`config.mk`:
```
export PLATFORM = sky130hd
export DESIGN_NAME = seg7_scan_driver
export DESIGN_NICKNAME = d
export VERILOG_FILES = /design/src/rtl/seg7_pkg.sv /design/src/rtl/seg7_glyph_rom.sv /design/src/rtl/seg7_scan_driver.sv
export SDC_FILE = /design/constraint.sdc
export NUM_CORES = 1
export LEC_CHECK = 0
export ABC_CLOCK_PERIOD_IN_PS = 8500
export BUFFER_PORTS_ARGS = -buffer_cell sky130_fd_sc_hd__buf_2
export CORE_MARGIN = 3
export CORE_UTILIZATION = 40
export CTS_CLUSTER_SIZE = 10
export DETAILED_ROUTE_END_ITERATION = 10
export PLACE_DENSITY = 0.56
export REMOVE_ABC_BUFFERS = 1
export SKIP_LAST_GASP = 1
export SYNTH_ARGS = -nofsm -noshare
export SYNTH_HDL_FRONTEND = slang
export SYNTH_HIERARCHICAL = 1
export SYNTH_SLANG_ARGS = --single-unit
```
`constraint.sdc`:
```
create_clock -name clk -period 8.5 [get_ports clk]
set_input_delay 0.425 -clock clk [delete_from_list [all_inputs] [get_ports clk]]
set_output_delay 0.425 -clock clk [all_outputs]
set_load 0.02 [all_outputs]
```
`src/rtl/seg7_pkg.sv`:
```
// rtl/seg7_pkg.sv - shared seven-segment glyph constants and decode function
package seg7_pkg;

  localparam logic [6:0] SEG_BLANK = 7'b1111111;

  localparam logic [6:0] GLYPH_0 = 7'b1000000;
  localparam logic [6:0] GLYPH_1 = 7'b1111001;
  localparam logic [6:0] GLYPH_2 = 7'b0100100;
  localparam logic [6:0] GLYPH_3 = 7'b0110000;
  localparam logic [6:0] GLYPH_4 = 7'b0011001;
  localparam logic [6:0] GLYPH_5 = 7'b0010010;
  localparam logic [6:0] GLYPH_6 = 7'b0000010;
  localparam logic [6:0] GLYPH_7 = 7'b1111000;
  localparam logic [6:0] GLYPH_8 = 7'b0000000;
  localparam logic [6:0] GLYPH_9 = 7'b0010000;
  localparam logic [6:0] GLYPH_A = 7'b0001000;
  localparam logic [6:0] GLYPH_B = 7'b0000011;
  localparam logic [6:0] GLYPH_C = 7'b1000110;
  localparam logic [6:0] GLYPH_D = 7'b0100001;
  localparam logic [6:0] GLYPH_E = 7'b0000110;
  localparam logic [6:0] GLYPH_F = 7'b0001110;

  // Active-low gfedcba pattern for one nibble; letters only in hex mode.
  function automatic logic [6:0] seg7_glyph(input logic [3:0] nibble, input logic hex_mode);
    logic [6:0] g;
    case (nibble)
      4'h0: g = GLYPH_0;
      4'h1: g = GLYPH_1;
      4'h2: g = GLYPH_2;
      4'h3: g = GLYPH_3;
      4'h4: g = GLYPH_4;
      4'h5: g = GLYPH_5;
      4'h6: g = GLYPH_6;
      4'h7: g = GLYPH_7;
      4'h8: g = GLYPH_8;
      4'h9: g = GLYPH_9;
      4'hA: g = hex_mode ? GLYPH_A : SEG_BLANK;
      4'hB: g = hex_mode ? GLYPH_B : SEG_BLANK;
      4'hC: g = hex_mode ? GLYPH_C : SEG_BLANK;
      4'hD: g = hex_mode ? GLYPH_D : SEG_BLANK;
      4'hE: g = hex_mode ? GLYPH_E : SEG_BLANK;
      default: g = hex_mode ? GLYPH_F : SEG_BLANK;
    endcase
    return g;
  endfunction

endpackage

```
`src/rtl/seg7_glyph_rom.sv`:
```
// rtl/seg7_glyph_rom.sv - combinational nibble to segment pattern lookup
module seg7_glyph_rom
  import seg7_pkg::*;
#(
  parameter int HEX_MODE = 1
) (
  input  logic [3:0] nibble,
  output logic [6:0] segments
);

  assign segments = seg7_glyph(nibble, HEX_MODE != 0);

endmodule

```
`src/rtl/seg7_scan_driver.sv`:
```
// rtl/seg7_scan_driver.sv - frame-synchronous multiplexed seven-segment scanner
module seg7_scan_driver
  import seg7_pkg::*;
#(
  parameter int NUM_DIGITS     = 4,
  parameter int CLKS_PER_DIGIT = 50000,
  parameter int HEX_MODE       = 1,
  parameter int BLANK_LEADING  = 1
) (
  input  logic                    clk,
  input  logic                    rst,
  input  logic [4*NUM_DIGITS-1:0] value,
  input  logic [NUM_DIGITS-1:0]   dp_in,
  input  logic                    load,
  input  logic                    enable,
  output logic [6:0]              segments,
  output logic                    dp_n,
  output logic [NUM_DIGITS-1:0]   anodes_n,
  output logic                    frame_start
);

  localparam int PRE_W = $clog2(CLKS_PER_DIGIT);
  localparam int IDX_W = (NUM_DIGITS > 1) ? $clog2(NUM_DIGITS) : 1;
  localparam logic [PRE_W-1:0] PRE_LAST = PRE_W'(CLKS_PER_DIGIT - 1);
  localparam logic [IDX_W-1:0] IDX_LAST = IDX_W'(NUM_DIGITS - 1);

  logic [PRE_W-1:0]        prescaler;
  logic [IDX_W-1:0]        idx;
  logic                    tc;
  logic                    boundary;
  logic                    boundary_q;
  logic [4*NUM_DIGITS-1:0] pend_value;
  logic [NUM_DIGITS-1:0]   pend_dp;
  logic                    pend_valid;
  logic [4*NUM_DIGITS-1:0] disp_value;
  logic [NUM_DIGITS-1:0]   disp_dp;
  logic [3:0]              cur_nibble;
  logic                    cur_dp;
  logic [NUM_DIGITS-1:0]   cur_onehot;
  logic [NUM_DIGITS-1:0]   blank_mask;
  logic                    higher_zero;
  logic [6:0]              rom_seg;
  logic [6:0]              cur_seg;

  assign tc       = (prescaler == PRE_LAST);
  assign boundary = tc && (idx == IDX_LAST);

  // Slot timing: prescaler wraps every digit slot, idx walks the digits.
  // boundary_q delays the wrap so frame_start lines up with the registered outputs.
  always_ff @(posedge clk) begin
    if (rst) begin
      prescaler  <= '0;
      idx        <= '0;
      boundary_q <= 1'b0;
    end else begin
      boundary_q <= boundary;
      if (tc) begin
        prescaler <= '0;
        idx       <= (idx == IDX_LAST) ? '0 : idx + 1'b1;
      end else begin
        prescaler <= prescaler + 1'b1;
      end
    end
  end

  // Loads park in pending and only reach the display at a frame boundary, so a frame never tears.
  always_ff @(posedge clk) begin
    if (rst) begin
      pend_value <= '0;
      pend_dp    <= '0;
      pend_valid <= 1'b0;
      disp_value <= '0;
      disp_dp    <= '0;
    end else if (load && boundary) begin
      disp_value <= value;
      disp_dp    <= dp_in;
      pend_valid <= 1'b0;
    end else if (boundary && pend_valid) begin
      disp_value <= pend_value;
      disp_dp    <= pend_dp;
      pend_valid <= 1'b0;
    end else if (load) begin
      pend_value <= value;
      pend_dp    <= dp_in;
      pend_valid <= 1'b1;
    end
  end

  // Select the active digit and build the leading-zero mask, scanning from the top digit down.
  always_comb begin
    cur_nibble  = 4'd0;
    cur_dp      = 1'b0;
    cur_onehot  = '0;
    blank_mask  = '0;
    higher_zero = 1'b1;
    for (int k = NUM_DIGITS - 1; k >= 0; k--) begin
      higher_zero   = higher_zero && (disp_value[4*k +: 4] == 4'd0);
      blank_mask[k] = (BLANK_LEADING != 0) && (k != 0) && higher_zero;
      if (idx == IDX_W'(k)) begin
        cur_nibble    = disp_value[4*k +: 4];
        cur_dp        = disp_dp[k];
        cur_onehot[k] = 1'b1;
      end
    end
  end

  seg7_glyph_rom #(
    .HEX_MODE (HEX_MODE)
  ) u_glyph_rom (
    .nibble   (cur_nibble),
    .segments (rom_seg)
  );

  assign cur_seg = (|(blank_mask & cur_onehot)) ? SEG_BLANK : rom_seg;

  // Registered pin drivers; enable only darkens the pins, scan timing is untouched.
  always_ff @(posedge clk) begin
    if (rst) begin
      segments    <= SEG_BLANK;
      dp_n        <= 1'b1;
      anodes_n    <= '1;
      frame_start <= 1'b0;
    end else begin
      frame_start <= boundary_q;
      if (enable) begin
        segments <= cur_seg;
        dp_n     <= ~cur_dp;
        anodes_n <= ~cur_onehot;
      end else begin
        segments <= SEG_BLANK;
        dp_n     <= 1'b1;
        anodes_n <= '1;
      end
    end
  end

endmodule

```
==> results.sh, run 1 <==
export IMPL_postRouteAntennaNets=0
export IMPL_final_cell_mix="dfxtp_1, nor2_1, buf_2, a21oi_1, mux2i_1"
export IMPL_grt_overflow=0
export IMPL_drt_iter0_drc=66
export IMPL_worst_r2r_setup_slack_ns=5.34
export IMPL_path_clk_slew_ns=0.08
export IMPL_ys_warn_count=6
export IMPL_syn2layout_area_growth_pct=14.1
export IMPL_grt_max_degree=51
export IMPL_ys_ff_latch=73
export IMPL_r2r_cells=11
export IMPL_layout_commonest_cell="dfxtp_1"
export IMPL_worstReg2RegEnd="segments[3]"
export IMPL_hold_path_class="input pin to flip-flop"
export IMPL_final_nets=428
export IMPL_cts_sinks=73
export IMPL_fmax_mhz=317
export IMPL_antenna_cells=0
export IMPL_rsz0062_at_grt="false"
export IMPL_p_per_area_nw_per_um2=185
export IMPL_criticalPathCategory="flip-flop to flip-flop"
export IMPL_status="finished clean"
export IMPL_clock_latency_ns=0.35
export IMPL_setup_viol=0
export IMPL_crit_path_max_fanout=12
export IMPL_cp_required_ns=8.74
export IMPL_startpoint_type="flip-flop"
export IMPL_routedWlPerCell_um=13.7
export IMPL_relSlewSlack_pct=41.7
export IMPL_r2r_start="idx[0]"
export IMPL_whs_path_depth=3
export IMPL_syn_inst=363
export IMPL_drt_total_wl_um=6830
export IMPL_endpoint_kind="flip-flop"
export IMPL_clock_root_buffer="clkbuf_8"
export IMPL_hold_viol_final=0
export IMPL_timing_max_transition_violations_final=0
export IMPL_io_pins=37
export IMPL_fillCellCount=834
export IMPL_synth_cell_types=41
export IMPL_leakage_uw=0.00142
export IMPL_syn_area_um2=3270
export IMPL_syn_area_per_cell_um2=9.01
export IMPL_route_detailed_drc=0
export IMPL_holdWs_ns=0.323
export IMPL_grt_pass1_wl_um=11700
export IMPL_tightest_slew_ns=0.875
export IMPL_cts_setup_buffers=0
export IMPL_die_area_um2=9290
export IMPL_cts_resized=0
export IMPL_num_vias=2601
export IMPL_hold_path_startpoint="value[15]"
export IMPL_crit_start="idx[0]"
export IMPL_port_buffers=36
export IMPL_drt_pass1_iter_count=4
export IMPL_hpwl_um=4710
export IMPL_grt_usage_pct=16.1
export IMPL_cts_tree="yes"
export IMPL_cap_violations=0
export IMPL_hold_end="pend_value[15]"
export IMPL_design_core_area_um2=7850
export IMPL_peakVddDrop_mv=0.109
export IMPL_arrival_ns=3.39
export IMPL_die_w_um=96.4
export IMPL_total_power_uw=689
export IMPL_fp_row_count=32
export IMPL_fp_dieH_um=96.4
export IMPL_gp_congestion=0.785
export IMPL_fin_tns_setup_ns=0
export IMPL_fin_skew_ns=0.0129
export IMPL_initial_core_util_pct=41.7
export IMPL_ys_seq_area_share_pct=44.7
export IMPL_fin_crit_sh_pct=37.1
export IMPL_vias_per_cell=5.22
export IMPL_cts_buffers=9
export IMPL_grt_pass1_vias=2570
export IMPL_ctsLongestPathBuffers=2
export IMPL_h_tree_depth=3
export IMPL_antenna_found_initial=0
export IMPL_drive_above_1_share_pct=17.4
export IMPL_holdBufCountCts=0
export IMPL_period_needed_ns=3.16
[sequential cells by signal (all words and copies together) (netlist names)]
register and cells:
disp_value 16, pend_value 16, prescaler 16, segments 7, anodes_n 4, disp_dp 4, pend_dp 4, idx 2
boundary_q 1, dp_n 1, frame_start 1, pend_valid 1
[power breakdown]
group	internal [uW]	switching (uW)	total, uW	leakage (uW)
clock	163	127	289	0.000109
combinational	19.3	25.5	44.8	0.000718
sequential	351	4.45	355	0.000595
total	533	156	689	0.00142
[worst max-delay path, cell delays in order (launching register included)]
cell and delay, ns:
dfxtp_1 0.39, inv_1 0.08, ha_1 0.32, nand3b_1 0.20, a21oi_1 0.15, a21oi_1 0.05
o21ai_0 0.50, inv_1 0.23, ha_1 0.36, inv_1 0.05, mux4_2 0.43, or2_2 0.29
[cell usage after synthesis (all sizes together)]
library cell	number	share of area, %
dfxtp	73	45
nor2	46	5.3
a21oi	29	4.4
mux2i	26	8.0
nand2	20	2.3
o21a	20	4.6
o22ai	18	3.4
clkbuf	13	1.5
ha	12	4.6
inv	12	1.4
o21ai	12	1.8
xnor2	11	2.9
buf	8	1.3
nor4	7	1.3
or2	7	1.3
nand3	6	0.92
nor3	6	0.92
nor2b	5	0.96
nand2b	4	0.77
nand4	4	0.77
nand3b	3	0.69
or3	3	0.57
or3b	2	0.54
or4	2	0.57
xor2	2	0.54
a2111oi	1	0.27
a21boi	1	0.23
a221oi	1	0.27
a22o	1	0.27
mux4	1	0.69
nand4bb	1	0.34
o211ai	1	0.23
o2bb2ai	1	0.27
o31ai	1	0.23
o41ai	1	0.27
or4b	1	0.42
or4bb	1	0.34
[stage by stage]
step,cells,worst slack (ns),utilization (%),instance area [um2]
final,498,5.34,47.5,3730
after global routing,498,5.02,47.5,3730
after CTS,498,5.32,47.5,3730
after detailed placement,483,5.31,44.9,3520
after global placement,483,5.45,44.9,3520
after floorplan,342,4.01,-,3180
[worst max-delay path by stage]
stage	end	slack (ns)	cells past startpoint
final	segments[3]	5.34	11
after floorplan	pend_dp[0]	4.01	4
after global placement	segments[3]	5.45	11
after detailed placement	segments[3]	5.31	11
after CTS	segments[3]	5.32	11
after global routing	segments[3]	5.02	11
[area by class of cell]
class                      count  area (um2)  area share [%]
clock buffer                   9         124            3.32
clock inverter                 6        83.8            2.25
inverter                      12        45.0            1.21
multi-input combinational    257        1690            45.2
sequential                    73        1460            39.2
tap                          102         128            3.42
timing repair buffer          39         203            5.43
[kinds of logic after synthesis]
logic type	synth area share (%)
AND/OR/NAND/NOR	18.1
XOR/XNOR	3.48
adder cells (fa/ha/maj)	4.59
buffers and inverters	4.17
AO/OA/AOI/OAI	16.3
multiplexers	8.65
flip-flops	44.7
[routing by layer]
| layer | share of wire (%) | GRT usage [%] | vias to the layer above |
|---|---|---|---|
| met1 | 49 | 20.2 | 1230 |
| li1 | - | - | 1325 |
| met3 | 3.2 | 4.49 | 15 |
| met4 | 1.6 | 6.43 | 0 |
| met5 | 0 | 0 | - |
| met2 | 46 | 26.2 | 31 |
(Power assumes the default switching activity.)
==> run 2: changes to the inputs <==
--- a/config.mk
+++ b/config.mk
@@ -5,7 +5,7 @@
 export SDC_FILE = /design/constraint.sdc
 export NUM_CORES = 1
 export LEC_CHECK = 0
-export ABC_CLOCK_PERIOD_IN_PS = 8500
+export ABC_CLOCK_PERIOD_IN_PS = 3100
 export BUFFER_PORTS_ARGS = -buffer_cell sky130_fd_sc_hd__buf_2
 export CORE_MARGIN = 3
 export CORE_UTILIZATION = 40
==> constraint.sdc (replaced) <==
create_clock -name clk -period 3.1 [get_ports clk]
set_input_delay 0.155 -clock clk [delete_from_list [all_inputs] [get_ports clk]]
set_output_delay 0.155 -clock clk [all_outputs]
set_load 0.02 [all_outputs]
==> run 2 against run 1 <==
  * Clock power grew to 2.8 times the previous value
  * Via count is 0.81% higher
  * Routed wire length is 1.2% lower
  * Global-route usage is 0.23 points lower
  * Utilization is 0.64 points higher
  * Total power grew to 2.8 times the previous value
  * Sequential share of layout area is 0.52 points lower
==> results.sh, run 2 (synthesis gave the netlist of run 1 again) <==
export IMPL_status="finished clean"
export IMPL_cts_setup_buffers=0
export IMPL_hold_path_class="input pin to flip-flop"
export IMPL_rsz0062_at_grt="false"
export IMPL_drt_total_wl_um=6750
export IMPL_design_core_area_um2=7850
export IMPL_cts_sinks=73
export IMPL_ctsLongestPathBuffers=2
export IMPL_drt_iter0_drc=75
export IMPL_postRouteAntennaNets=0
export IMPL_grt_pass1_wl_um=11500
export IMPL_final_nets=433
export IMPL_r2r_cells=11
export IMPL_period_needed_ns=2.77
export IMPL_antenna_found_initial=0
export IMPL_cp_required_ns=3.33
export IMPL_tightest_slew_ns=0.768
export IMPL_worstReg2RegEnd="segments[3]"
export IMPL_dp_cells=488
export IMPL_hold_end="pend_value[6]"
export IMPL_stdcell_count=504
export IMPL_p_per_area_nw_per_um2=507
export IMPL_port_buffers=36
export IMPL_endpoint_kind="flip-flop"
export IMPL_timing_max_transition_violations_final=0
export IMPL_crit_start="idx[0]"
export IMPL_gp_congestion=0.793
export IMPL_hpwl_um=4760
export IMPL_grt_overflow=0
export IMPL_fin_skew_ns=0.0106
export IMPL_drive_above_1_share_pct=18.4
export IMPL_startpoint_type="flip-flop"
export IMPL_leakage_uw=0.00145
export IMPL_routedWlPerCell_um=13.4
export IMPL_vias_per_cell=5.20
export IMPL_fp_dieH_um=96.4
export IMPL_grt_usage_pct=15.9
export IMPL_whs_path_depth=3
export IMPL_cts_buffers=9
export IMPL_fp_row_count=32
export IMPL_multiInputGateArea_um2=1690
export IMPL_fin_tns_setup_ns=0
export IMPL_route_detailed_drc=0
export IMPL_clock_root_buffer="clkbuf_8"
export IMPL_r2r_start="idx[0]"
export IMPL_io_pins=37
export IMPL_antenna_cells=0
export IMPL_hold_viol_final=0
export IMPL_fin_crit_sh_pct=89.2
export IMPL_syn2layout_area_growth_pct=15.6
export IMPL_num_vias=2622
export IMPL_die_w_um=96.4
export IMPL_layout_commonest_cell="dfxtp_1"
export IMPL_clock_latency_ns=0.34
export IMPL_worst_r2r_setup_slack_ns=0.33
export IMPL_cts_resized=0
export IMPL_arrival_ns=3.00
export IMPL_hold_path_startpoint="value[6]"
export IMPL_die_area_um2=9290
export IMPL_cts_tree="yes"
export IMPL_top_regs="disp_value: 16 flops, pend_value: 16 flops, prescaler: 16 flops"
export IMPL_fillCellCount=830
export IMPL_initial_core_util_pct=41.7
export IMPL_cap_violations=0
export IMPL_fmax_mhz=362
export IMPL_crit_path_max_fanout=12
export IMPL_final_cell_mix="dfxtp_1, nor2_1, buf_2, a21oi_1, mux2i_1"
export IMPL_drt_pass1_iter_count=4
export IMPL_relSlewSlack_pct=48.8
export IMPL_holdBufCountCts=0
export IMPL_h_tree_depth=3
export IMPL_criticalPathCategory="flip-flop to flip-flop"
export IMPL_seq_area_um2=1460
export IMPL_path_clk_slew_ns=0.08
export IMPL_peakVddDrop_mv=0.249
export IMPL_setup_viol=0
export IMPL_grt_max_degree=48
export IMPL_grt_pass1_vias=2502
-- run 2: how the worst max path moves through the flow --
| stage | cells after the start | slack [ns] | endpoint |
|---|---|---|---|
| after floorplan | 4 | -1.39 | pend_dp[0] |
| after global placement | 11 | 0.42 | segments[3] |
| after global routing | 11 | 0.02 | segments[3] |
| final | 11 | 0.33 | segments[3] |
| after detailed placement | 11 | 0.33 | segments[3] |
| after CTS | 11 | 0.32 | segments[3] |
-- run 2: worst max-delay path, cell delays in order (launching register included) --
cell      delay [ns]
dfxtp_1         0.40
inv_1           0.08
ha_1            0.32
nand3b_1        0.20
a21oi_1         0.15
a21oi_1         0.05
o21ai_0         0.22
inv_1           0.15
ha_1            0.33
inv_1           0.04
mux4_2          0.43
or2_2           0.29
-- run 2: area by class of cell --
type,instances,area share [%]
well taps,102,3.38
repair buffers,44,6.36
flip-flops and latches,73,38.7
clock inverters,5,2.09
clock buffers,11,3.74
multi-input cells,257,44.6
inverters,12,1.19
-- run 2: stage by stage --
| step | cell area (um2) | setup WS, ns | hold slack (ns) | utilization, % | total power [uW] |
|---|---|---|---|---|---|
| floorplan | 3180 | -1.39 | 0.224 | - | 1070 |
| detailed placement | 3560 | 0.334 | 0.412 | 45.4 | 1120 |
| global placement | 3560 | 0.422 | 0.402 | 45.4 | 1120 |
| global route | 3780 | 0.0229 | 0.0568 | 48.2 | 2010 |
| CTS | 3780 | 0.323 | 0.0418 | 48.2 | 1950 |
| finish | 3780 | 0.334 | 0.0570 | 48.2 | 1920 |
-- run 2: report_power, final --
part | total (uW) | switching (uW) | internal, uW
sequential | 974 | 12.0 | 962
clock | 820 | 346 | 474
combinational | 123 | 69.7 | 53.4
total | 1920 | 428 | 1490
-- run 2: routing by layer --
metal  track usage (%)  up-vias  part of all wire, %
met1              20.4     1233                   49
met2              25.6       40                   46
met4              7.24        0                  1.4
met5                 0        -                    0
met3              3.33        9                  3.6
li1                  -     1340                    -
